--- src/rtl/btn_pkg.sv ---
// Shared button definitions: bit map, width and per-bit FSM states.
// BTN_REPEAT_EN adds the auto-repeat state.
package btn_pkg;

    localparam int BTN_W     = 5;
    localparam int BTN_UP    = 0;
    localparam int BTN_DOWN  = 1;
    localparam int BTN_LEFT  = 2;
    localparam int BTN_RIGHT = 3;
    localparam int BTN_SEL   = 4;

    typedef enum logic [1:0] {
        ST_IDLE,
        ST_HELD
`ifdef BTN_REPEAT_EN
        ,
        ST_REPEAT
`endif
    } btn_state_t;

endpackage

--- src/rtl/debounce_channel.sv ---
// One button: 2-flop synchronizer, debounce counter, press strobe and
// optional auto-repeat FSM (repeat logic exists only with BTN_REPEAT_EN).
module debounce_channel
    import btn_pkg::*;
#(
    parameter int DEBOUNCE_CYCLES = 1000000,
    parameter int REPEAT_DELAY    = 25000000,
    parameter int REPEAT_PERIOD   = 7500000,
    parameter bit REPEAT_EN       = 1'b0
) (
    input  logic clk,
    input  logic rst,
    input  logic raw,
    output logic pulse,
    output logic level
);

    localparam int CW = $clog2(DEBOUNCE_CYCLES + 1);

    if (DEBOUNCE_CYCLES < 1 ||
        (REPEAT_EN && (REPEAT_DELAY < 1 || REPEAT_PERIOD < 1))) begin : g_cfg_err
        $error("debounce_channel: invalid timing parameters");
    end

    logic          sync1;
    logic          sync2;
    logic [CW-1:0] cnt;
    logic          mismatch;
    logic          toggle;
    logic          rise;
    logic          fall;
    logic          rep_fire;
    btn_state_t    state;

    assign mismatch = (sync2 != level);
    assign toggle   = mismatch && (cnt == CW'(DEBOUNCE_CYCLES - 1));
    assign rise     = toggle && !level;
    assign fall     = toggle && level;

    always_ff @(posedge clk or posedge rst) begin
        if (rst) begin
            sync1 <= 1'b0;
            sync2 <= 1'b0;
            cnt   <= '0;
            level <= 1'b0;
        end else begin
            sync1 <= raw;
            sync2 <= sync1;
            if (!mismatch || toggle)
                cnt <= '0;
            else
                cnt <= cnt + 1'b1;
            if (toggle)
                level <= ~level;
        end
    end

`ifdef BTN_REPEAT_EN
    if (REPEAT_EN) begin : g_rep
        localparam int RMAX = (REPEAT_DELAY > REPEAT_PERIOD) ?
                              REPEAT_DELAY : REPEAT_PERIOD;
        localparam int RCW  = $clog2(RMAX + 1);

        logic [RCW-1:0] rcnt;

        // rcnt counts cycles since the last strobe while held
        assign rep_fire = !fall && (
            (state == ST_HELD   && rcnt == RCW'(REPEAT_DELAY - 1)) ||
            (state == ST_REPEAT && rcnt == RCW'(REPEAT_PERIOD - 1)));

        always_ff @(posedge clk or posedge rst) begin
            if (rst)
                rcnt <= '0;
            else if (state == ST_IDLE || rep_fire || fall)
                rcnt <= '0;
            else
                rcnt <= rcnt + 1'b1;
        end
    end else begin : g_norep
        assign rep_fire = 1'b0;
    end
`else
    assign rep_fire = 1'b0;
`endif

    always_ff @(posedge clk or posedge rst) begin
        if (rst) begin
            state <= ST_IDLE;
            pulse <= 1'b0;
        end else begin
            pulse <= 1'b0;
            unique case (state)
                ST_IDLE: begin
                    if (rise) begin
                        pulse <= 1'b1;
                        state <= ST_HELD;
                    end
                end
                ST_HELD: begin
                    if (fall) begin
                        state <= ST_IDLE;
                    end else if (rep_fire) begin
                        pulse <= 1'b1;
`ifdef BTN_REPEAT_EN
                        state <= ST_REPEAT;
`endif
                    end
                end
`ifdef BTN_REPEAT_EN
                ST_REPEAT: begin
                    if (fall)
                        state <= ST_IDLE;
                    else if (rep_fire)
                        pulse <= 1'b1;
                end
`endif
                default: state <= ST_IDLE;
            endcase
        end
    end

endmodule

--- src/rtl/button_conditioner.sv ---
// Five independent debounced buttons with press strobes.
// Define BTN_REPEAT_EN to auto-repeat the four direction buttons.
module button_conditioner
    import btn_pkg::*;
#(
    parameter int DEBOUNCE_CYCLES = 1000000,
    parameter int REPEAT_DELAY    = 25000000,
    parameter int REPEAT_PERIOD   = 7500000
) (
    input  logic             clk,
    input  logic             rst,
    input  logic [BTN_W-1:0] btn_raw,
    output logic [BTN_W-1:0] btn_pulse,
    output logic [BTN_W-1:0] btn_level
);

    for (genvar i = 0; i < BTN_W; i++) begin : g_ch
        debounce_channel #(
            .DEBOUNCE_CYCLES(DEBOUNCE_CYCLES),
            .REPEAT_DELAY   (REPEAT_DELAY),
            .REPEAT_PERIOD  (REPEAT_PERIOD),
`ifdef BTN_REPEAT_EN
            .REPEAT_EN      (i != BTN_SEL)
`else
            .REPEAT_EN      (1'b0)
`endif
        ) u_ch (
            .clk  (clk),
            .rst  (rst),
            .raw  (btn_raw[i]),
            .pulse(btn_pulse[i]),
            .level(btn_level[i])
        );
    end

endmodule

--- config.mk ---
export PLATFORM = sky130hd
export DESIGN_NAME = button_conditioner
export DESIGN_NICKNAME = d
export VERILOG_FILES = /design/src/rtl/btn_pkg.sv /design/src/rtl/debounce_channel.sv /design/src/rtl/button_conditioner.sv
export SDC_FILE = /design/constraint.sdc
export NUM_CORES = 1
export LEC_CHECK = 0
export BUFFER_PORTS_ARGS = -buffer_cell sky130_fd_sc_hd__buf_2
export CORE_AREA = 5 5 106 108
export DETAILED_ROUTE_END_ITERATION = 10
export DIE_AREA = 0 0 111 113
export PLACE_DENSITY = 0.76
export SLEW_MARGIN = 20
export SYNTH_ARGS = -nofsm -noshare
export SYNTH_HDL_FRONTEND = slang
export SYNTH_SLANG_ARGS = --single-unit
--- constraint.sdc ---
create_clock -name clk -period 5.2 [get_ports clk]
set_clock_uncertainty 0.1 [all_clocks]
set_input_delay 0.26 -clock clk [delete_from_list [all_inputs] [get_ports clk]]
set_output_delay 0.26 -clock clk [all_outputs]
set_load 0.05 [all_outputs]
==> impl_metrics.json <==
{
  "status": "finished, final reports clean",
  "path_clk_slew_ns": 0.06,
  "rsz0062_at_grt": "false",
  "synth-seq-area-share_pct": 52.68,
  "reg2reg_slack_ns": 2.70,
  "rows": 37,
  "drc": 0,
  "root_buffer": "clkbuf_8",
  "grt_pass1_vias": 4512,
  "finalPower_mw": 2.229,
  "clockBufferDepth": 2,
  "start_util_pct": 58.57,
  "grt_pass1_wl_microns": 20400,
  "worstSetupEndpointType": "flop",
  "syn_inst": 582,
  "synthTopCellsByArea": "dfrtp_1, xor2_1, xnor2_1",
  "critPathArrivalTime_ns": 2.78,
  "syn_area_sq_um": 5938,
  "fmax_mhz": 400.5,
  "ant_nets": 0,
  "drive_gt1_share_pct": 10.66,
  "die_x_microns": 111,
  "grt.total_usage_pct": 19.87,
  "ios": 17,
  "cp.required_ns": 5.48,
  "synth-edff-count": 0,
  "drv_cap": 0,
  "yosysWarnings": 0,
  "worst_pin_slew_ns": 0.8348,
  "slew_headroom_pct": 44.35,
  "ys_seq_elements": 125,
  "netlist.area_leader.share_pct": 52.68,
  "hold_violations": 0,
  "setup_ws_ns": 2.703,
  "async_flop_share_pct": 100.0,
  "max-vdd-ir-drop_mv": 0.2672,
  "antenna_found_initial": 0,
  "dieArea_sq_um": 12540,
  "grt_max_degree": 70,
  "dpl.hpwl_microns": 7311,
  "grt_overflow_total": 0,
  "fill_cells": 785,
  "multi_input_area_sq_um": 2614,
  "via_per_inst": 5.852,
  "hp-class": "reg2reg",
  "numCtsBuffers": 17,
  "syn_to_final_growth_pct": 13.42,
  "insertion_delay_ns": 0.53,
  "drt_first_iter_violations": 329,
  "io_buffer_count": 16,
  "p_leak_nw": 2.834,
  "die_height_microns": 113,
  "fin_crit_sh_pct": 48.01,
  "clock_sinks": 125,
  "antenna_cells": 0,
  "yosys_most_used_dff": "dfrtp_1",
  "final.setup.tns_ns": 0,
  "finalMaxSlewViolations": 0,
  "cp_max_fo": 18,
  "place_ws_ns": 2.721,
  "htreeDepth": 4,
  "cts_tree": "yes",
  "synth_top_cell_by_area": "dfrtp_1",
  "nets": 618,
  "totalWireLength_microns": 11450,
  "start_kind": "flop",
  "avgSynthCellArea_sq_um": 10.20,
  "power.density_nw_per_um2": 330.9,
  "regArea_sq_um": 3128,
  "setup-violations-final": 0,
  "dr.pass1.iters": 4,
  "routabilityCongestion": 0.7875,
  "wl_per_cell_microns": 15.17,
  "yosysUniqueCellTypes": 43,
  "critical_path_class": "reg2reg",
  "synth_nets": 594,
  "final.min_clock_period_ns": 2.497,
  "core_area_sq_um": 10140,
  "dr_total_vias": 4418
}
-- metal layers --
layer	track usage, %	part of all wire, %
met3	6.471	3.4
met4	8.949	1.2
met5	0	0
met2	32.08	50
met1	24.53	46
-- area by class of cell --
cell class | instances | area share (%)
Multi-Input combinational cell | 419 | 38.81
Sequential cell | 125 | 46.44
Inverter | 18 | 1.040
Timing Repair Buffer | 25 | 2.415
Clock buffer | 21 | 6.669
Clock inverter | 11 | 2.099
Tap cell | 136 | 2.526
-- stage by stage --
step / instance area [sq um] / util, % / cells / hold slack (ns)
finish: 6735 / 66.43 / 755 / 0.2555
global route: 6735 / 66.43 / 755 / 0.2580
CTS: 6735 / 66.43 / 755 / 0.2365
detailed placement: 6085 / 60.01 / 717 / 0.2441
global placement: 6085 / 60.01 / 717 / 0.2389
floorplan: 5938 / - / 582 / 0.1914
-- synthesized netlist by cell type, drive strengths merged (5+ instances only) --
library cell,number
nor4,13
nand4,20
nand3,37
dfrtp,125
or3,25
o31ai,16
and2,5
a21oi,34
and3,16
clkbuf,7
nor3,11
and4,8
nand2,32
inv,18
or4,21
buf,13
ha,5
nor2,62
o21ai,27
xnor2,27
xor2,34
-- power breakdown --
part	switching [mW]	internal, mW	total (mW)
clock	0.418	0.752	1.17
combinational	0.0410	0.0178	0.0588
sequential	0.0138	0.987	1.00
total	0.472	1.76	2.23
-- cell usage in the layout, fill, tap and decap left out, drive strengths merged --
cell type	n
a21o	3
a21oi	34
a2bb2oi	3
and2	5
and3	16
and4	8
buf	19
bufinv	3
clkbuf	21
clkinv	5
clkinvlp	3
dfrtp	125
dlygate4sd3	6
ha	5
inv	18
mux2	2
nand2	32
nand2b	1
nand3	37
nand4	20
nand4b	3
nor2	62
nor2b	1
nor3	11
nor4	13
nor4b	2
o211ai	2
o21ai	27
o31ai	16
o41ai	3
or2	3
or3	25
or4	21
or4b	3
xnor2	27
xor2	34
-- what timing repair did --
action	in CTS	in global routing
hold endpoints to repair	73	0
setup buffers	0	0
hold buffers	6	0
resized for setup	0	0
-- sequential cells by signal (all words and copies together) (netlist names) --
name	flops
g_ch.u_ch.pulse	5
g_ch.u_ch.sync1	5
g_ch.u_ch.sync2	5
g_ch.u_ch.state	5
g_ch.u_ch.cnt	100
g_ch.u_ch.level	5
-- logic make-up after synthesis --
logic type,count (synthesis),share of synthesized area (%)
AO/OA/AOI/OAI,88,9.208
XOR/XNOR,61,8.997
adder cells (fa/ha/maj),5,1.054
buffers and inverters,38,3.308
flip-flops,125,52.68
multiplexers,2,0.5057
AND/OR/NAND/NOR,263,24.25
-- critical path, cell delays in order, from the launching register on --
cell	delay [ns]
dfrtp_1	0.42
or4_1	0.55
or4_4	0.57
o21ai_2	0.60
nor2_1	0.11
-- path summary, 6_finish.rpt --
check                                    start                   end  depth (start not counted)
setup / recovery           g_ch[4].u_ch.cnt[7]  g_ch[4].u_ch.cnt[10]                          4
max in group asynchronous                  rst  g_ch[0].u_ch.cnt[16]                          4
min in group asynchronous                  rst    g_ch[4].u_ch.sync1                          3
hold / removal              g_ch[0].u_ch.sync1    g_ch[0].u_ch.sync2                          0
setup reg to reg           g_ch[4].u_ch.cnt[7]  g_ch[4].u_ch.cnt[10]                          4
hold reg to reg             g_ch[0].u_ch.sync1    g_ch[0].u_ch.sync2                          0
(Power assumes the default switching activity.)
